$ cat src/rtl/div16by8_seq_pkg.sv
// Shared constants, FSM state encoding and result payload for the sequential
// 16-by-8 restoring divider.
package div16by8_seq_pkg;

  localparam int unsigned DW = 16;
  localparam int unsigned VW = 8;
  localparam int unsigned CW = 4;

  localparam logic [DW-1:0] DIV_ZERO_QUOTIENT = 16'hFFFF;
  localparam logic [CW-1:0] LAST_STEP         = 4'd15;
  localparam logic [CW-1:0] ZDIV_LAST         = 4'd1;

  typedef enum logic [1:0] {
    IDLE = 2'd0,
    RUN  = 2'd1,
    ZDIV = 2'd2,
    FIN  = 2'd3
  } state_e;

  typedef logic [CW-1:0] cnt_t;

  typedef struct packed {
    logic [DW-1:0] quotient;
    logic [VW-1:0] remainder;
    logic          div_by_zero;
  } result_t;

  // Result reported for a zero divisor: saturated quotient, dividend low byte.
  function automatic result_t zero_div_result(input logic [VW-1:0] dividend_lo);
    result_t res;
    res.quotient    = DIV_ZERO_QUOTIENT;
    res.remainder   = dividend_lo;
    res.div_by_zero = 1'b1;
    return res;
  endfunction

endpackage

$ cat src/rtl/div16by8_seq_div_step.sv
// One radix-2 restoring step: shift in the next dividend bit, trial-subtract
// the divisor, keep the difference when it does not go negative.
module div16by8_seq_div_step
  import div16by8_seq_pkg::*;
(
  input  logic [VW-1:0] r_i,
  input  logic [DW-1:0] q_i,
  input  logic [VW-1:0] divisor_i,
  output logic [VW-1:0] r_o,
  output logic [DW-1:0] q_o
);

  logic [VW:0] t;
  logic        ge;

  // The 9-bit trial value never exceeds 2*divisor-1, so the kept remainder fits in VW bits.
  always_comb begin
    t   = {r_i, q_i[DW-1]};
    ge  = (t >= {1'b0, divisor_i});
    r_o = t[VW-1:0];
    if (ge) begin
      r_o = VW'(t - {1'b0, divisor_i});
    end
    q_o = {q_i[DW-2:0], ge};
  end

endmodule

$ cat src/rtl/div16by8_seq.sv
// Sequential unsigned 16/8 divider: one quotient bit per clock, start/done
// handshake, results held until the next completed operation.
module div16by8_seq
  import div16by8_seq_pkg::*;
(
  input  logic          clk,
  input  logic          rst,
  input  logic          start,
  input  logic [DW-1:0] dividend,
  input  logic [VW-1:0] divisor,
  output logic          busy,
  output logic          done,
  output logic [DW-1:0] quotient,
  output logic [VW-1:0] remainder,
  output logic          div_by_zero
);

  state_e        state_q, state_d;
  cnt_t          cnt_q, cnt_d;
  logic [VW-1:0] divisor_q, divisor_d;
  logic [VW-1:0] r_q, r_d;
  logic [DW-1:0] q_q, q_d;
  logic          busy_q, busy_d;
  logic          done_q, done_d;
  result_t       res_q, res_d;

  logic [VW-1:0] step_r;
  logic [DW-1:0] step_q;

  div16by8_seq_div_step u_step (
    .r_i       (r_q),
    .q_i       (q_q),
    .divisor_i (divisor_q),
    .r_o       (step_r),
    .q_o       (step_q)
  );

  always_ff @(posedge clk) begin
    if (rst) begin
      state_q   <= IDLE;
      cnt_q     <= '0;
      divisor_q <= '0;
      r_q       <= '0;
      q_q       <= '0;
      busy_q    <= 1'b0;
      done_q    <= 1'b0;
      res_q     <= '0;
    end else begin
      state_q   <= state_d;
      cnt_q     <= cnt_d;
      divisor_q <= divisor_d;
      r_q       <= r_d;
      q_q       <= q_d;
      busy_q    <= busy_d;
      done_q    <= done_d;
      res_q     <= res_d;
    end
  end

  // Next-state and datapath update; the quotient shift register also keeps the
  // dividend intact through ZDIV so its low byte can become the remainder.
  always_comb begin
    state_d   = state_q;
    cnt_d     = cnt_q;
    divisor_d = divisor_q;
    r_d       = r_q;
    q_d       = q_q;
    busy_d    = busy_q;
    done_d    = 1'b0;
    res_d     = res_q;

    unique case (state_q)
      IDLE: begin
        if (start) begin
          divisor_d = divisor;
          q_d       = dividend;
          r_d       = '0;
          cnt_d     = '0;
          busy_d    = 1'b1;
          state_d   = (divisor == '0) ? ZDIV : RUN;
        end
      end
      RUN: begin
        r_d   = step_r;
        q_d   = step_q;
        cnt_d = cnt_t'(cnt_q + cnt_t'(1));
        if (cnt_q == LAST_STEP) begin
          state_d = FIN;
        end
      end
      // Held for two edges so a zero divisor completes three cycles after start.
      ZDIV: begin
        cnt_d = cnt_t'(cnt_q + cnt_t'(1));
        if (cnt_q == ZDIV_LAST) begin
          state_d = FIN;
        end
      end
      FIN: begin
        done_d  = 1'b1;
        busy_d  = 1'b0;
        cnt_d   = '0;
        state_d = IDLE;
        if (divisor_q == '0) begin
          res_d = zero_div_result(q_q[VW-1:0]);
        end else begin
          res_d.quotient    = q_q;
          res_d.remainder   = r_q;
          res_d.div_by_zero = 1'b0;
        end
      end
      default: begin
        state_d = IDLE;
      end
    endcase
  end

  assign busy        = busy_q;
  assign done        = done_q;
  assign quotient    = res_q.quotient;
  assign remainder   = res_q.remainder;
  assign div_by_zero = res_q.div_by_zero;

endmodule
$ cat config.mk
export PLATFORM = sky130hd
export DESIGN_NAME = div16by8_seq
export DESIGN_NICKNAME = d
export VERILOG_FILES = /design/src/rtl/div16by8_seq_pkg.sv /design/src/rtl/div16by8_seq_div_step.sv /design/src/rtl/div16by8_seq.sv
export SDC_FILE = /design/constraint.sdc
export NUM_CORES = 1
export LEC_CHECK = 0
export CORE_ASPECT_RATIO = 1.75
export CORE_MARGIN = 1
export CORE_UTILIZATION = 57
export CTS_CLUSTER_DIAMETER = 150
export DETAILED_ROUTE_END_ITERATION = 6
export PLACE_DENSITY = 0.85
export SLEW_MARGIN = 20
export SYNTH_ARGS = -nofsm -noshare
export SYNTH_HDL_FRONTEND = slang
export SYNTH_SLANG_ARGS = --single-unit
$ cat constraint.sdc
create_clock -name clk -period 2.9 [get_ports clk]
set_input_delay 0.725 -clock clk [delete_from_list [all_inputs] [get_ports clk]]
set_output_delay 0.725 -clock clk [all_outputs]
set_load 0.005 [all_outputs]
==> impl_metrics.csv <==
group,metric,value,unit
detailed_routing,vias_per_cell,5.709,
outcome,violations,"design-rule violations",
worst_setup_path,path_cells,"inv_1 > ha_1 > a21oi_1 > o221ai_1 > a21oi_2 > a21oi_1 > mux2i_1 > nor2_1",
outcome,status,"finished with violations",
cells_and_area,nNetsFinal,456,
logic_synthesis,seq_area_frac_synth,41.60,%
die,die_w,58,um
timing,fin_worst_skew,7.473,ps
detailed_routing,routed_wl,6.666,mm
place,dp_slack,413.3,ps
logic_synthesis,synth_fp_nets,412,
timing,fmax,439.9,MHz
clocking,cts_resized,0,
run,drv_cap,0,
timing,drv_slew,0,
power_and_ir_drop,ir_worst_vdd,0.0005691,V
logic_synthesis,ys.flop_type,"dfxtp_1",
global_route,grt_util_all_layers,24.75,%
place,gp_congestion,0.8869,
cells_and_area,num_antenna_cells,0,
detailed_routing,firstDrtPassIters,7,
timing,final.period_utilization,78.39,%
clocking,clockBufferDepth,2,
timing,finalHoldViolCount,0,
place,hpwl,4.833,mm
worst_setup_path,endpoint_kind,"register",
place,dp.cells,458,
clocking,cts_sinks,65,
timing,period_minus_slack,2273,ps
worst_setup_path,cp-start-kind,"register",
cells_and_area,seqCellArea,0.001301,mm2
die,io_pins,54,
min_path,holdPathEnd,"divisor_q[6]",
timing,worstMarginPinSlew,862.2,ps
detailed_routing,vias,2706,
place,port_buffers,53,
cells_and_area,final_layout_size_suffix_gt1_share,6.444,%
min_path,hold_class,"register to register",
worst_setup_path,cpPeakStageDelay,530,ps
logic_synthesis,synth_edf_count,0,
timing,setup_slack,626.7,ps
worst_setup_path,r2r_start,"divisor_q[6]",
logic_synthesis,yosys_warnings,0,
logic_synthesis,synthDistinctLibCells,41,
detailed_routing,drt_iter0_drc,124,
worst_setup_path,path_common_cell,"a21oi_1",
clocking,cts_htree_levels,3,
die,fp.dieH,100.0,um
die,coreArea,0.005255,mm2
detailed_routing,post_drt_wl_per_cell,14.06,um
die,start_util,59.52,%
min_path,holdCritStartpoint,"divisor_q[6]",
die,die-area,0.005800,mm2
global_route,antenna_found_initial,0,
power_and_ir_drop,leakage,1.412,nW
clocking,cts_tree,"built",
logic_synthesis,syn_area_per_cell,8.454,um2
logic_synthesis,synth_area,0.003128,mm2
global_route,grt_overflow,0,
cells_and_area,multi_input_area,0.001673,mm2
worst_setup_path,timing.rr.end,"q_q[0]",
worst_setup_path,rr_worst_depth,8,
clocking,cts_setup_buffers,0,
timing,setup_viol,0,
global_route,grt_max_degree,52,
global_route,grt_pass1_vias,2541,
detailed_routing,drcViolationCount,6,
worst_setup_path,crit_slowest_cell,"a21oi_2",
timing,rsz0062_at_grt,"no",
worst_setup_path,worstSetupPathType,"register to register",
clocking,cts_hold_buf,0,
logic_synthesis,synthCells,370,
global_route,grt_pass1_wl,11.11,mm
logic_synthesis,async_reset_ff_share,0,%
clocking,cts_buffers,9,
worst_setup_path,r2r_setup_slack,630,ps
clocking,insertion_delay,340,ps
power_and_ir_drop,p_per_area,836.1,mW/mm2
detailed_routing,antenna_left,0,
timing,setup-tns-final,0,ps
clocking,cts-root-buf,"clkbuf_8",
worst_setup_path,arrival,2490,ps
worst_setup_path,critPathRequiredTime,3110,ps
cells_and_area,stdcell_count,474,
worst_setup_path,crit_fanout,15,
min_path,whs_path_depth,2,
timing,relSlewSlack,42.52,%
clocking,clk_pin_slew,70,ps
logic_synthesis,yosys_register_bits,65,
cells_and_area,syn_to_final_growth,23.72,%
cells_and_area,fillers,368,
die,rows,35,
-- worst max-delay path: cells and delay by family, from the launching register on --
family | cells | cell delay, ps
compound gates | 4 | 1130
fa+ha+maj | 1 | 380
buf+inv | 1 | 90
flops | 1 | 330
mux | 1 | 170
simple gates | 1 | 50
-- logic make-up (layout without fill, tap and decap cells) --
kind of cell    count (synthesis)  after routing  share of synthesized area [%]
xor+xnor                        2              2                         0.5601
mux                            28             28                          8.960
buf+inv                        39             88                          5.120
compound gates                 91             91                          19.48
fa+ha+maj                      15             15                          6.240
flops                          65             65                          41.60
simple gates                  130            130                          18.04
-- how the worst max path moves through the flow --
| stage | end | startpoint |
|---|---|---|
| final | q_q[0] | divisor_q[6] |
| after global routing | q_q[0] | divisor_q[6] |
| after CTS | q_q[0] | divisor_q[6] |
| after detailed placement | q_q[0] | start |
| after global placement | q_q[0] | start |
| after floorplan | q_q[0] | divisor_q[6] |
-- flip-flops by register name, indices dropped and copies added (netlist names) --
signal and count:
divisor_q 8, q_q 16, div_by_zero 1, busy 1, r_q 8, remainder 8, done 1, state_q 2
quotient 16, cnt_q 4
-- per-layer routing --
layer / routed length, um / vias to the layer above / GRT usage, %
met2: 3459 / 71 / 44.12
li1: - / 1385 / -
met3: 239 / 19 / 4.253
met5: 0 / - / 0
met1: 2719 / 1231 / 27.05
met4: 247 / 0 / 13.37
-- layout by cell type, fill, tap and decap left out, types with 3 or more instances in the layout --
| master | n |
|---|---|
| nor2_1 | 75 |
| dfxtp_1 | 65 |
| clkdlybuf4s50_1 | 52 |
| a211oi_1 | 39 |
| nand2_1 | 29 |
| mux2i_1 | 28 |
| a21oi_1 | 23 |
| inv_1 | 15 |
| ha_1 | 13 |
| clkbuf_8 | 9 |
| o21ai_1 | 8 |
| nor3_1 | 8 |
| nor2b_1 | 6 |
| o21a_1 | 5 |
| o21ai_0 | 4 |
| nand3_1 | 3 |
| o31a_1 | 3 |
| buf_4 | 3 |
-- power breakdown --
group	switching, mW	internal, mW	total, mW
Sequential	0.131	1.03	1.16
Combinational	0.718	0.535	1.25
Clock	0.341	0.483	0.824
Total	1.19	2.05	3.24
-- area by class of cell --
cell class | count | area share [%]
repair buffers | 56 | 14.16
well taps | 55 | 1.778
multi-input cells | 266 | 43.23
clock buffers | 9 | 3.201
flip-flops and latches | 65 | 33.62
clock inverters | 7 | 2.457
inverters | 16 | 1.552
-- synthesized netlist by cell type, types with 2 or more instances --
cell	n	area (um2)
mux2i_1	28	280.3
dfxtp_1	65	1301
nand2_1	29	108.9
nor2_1	75	281.5
o21a_1	5	37.54
buf_2	2	10.01
clkbuf_1	18	67.56
nor3_1	8	40.04
ha_1	14	175.2
nand3_1	3	15.01
o21ai_0	4	20.02
inv_1	15	56.30
nor2b_1	6	37.54
a211oi_1	39	292.8
o21ai_1	9	45.04
a21oi_1	23	115.1
o31a_1	3	26.28
-- stage by stage --
stage               instance area, um2  utilization, %  total power [mW]  hold slack, ps
floorplan                         3128               -             2.144           436.3
global route                      3870           73.64             3.438           489.9
CTS                               3870           73.64             3.246           460.3
finish                            3870           73.64             3.236           458.7
detailed placement                3651           69.48             2.419           452.7
global placement                  3651           69.48             2.382           447.1
Note: power is estimated with default switching activity, not from simulation.
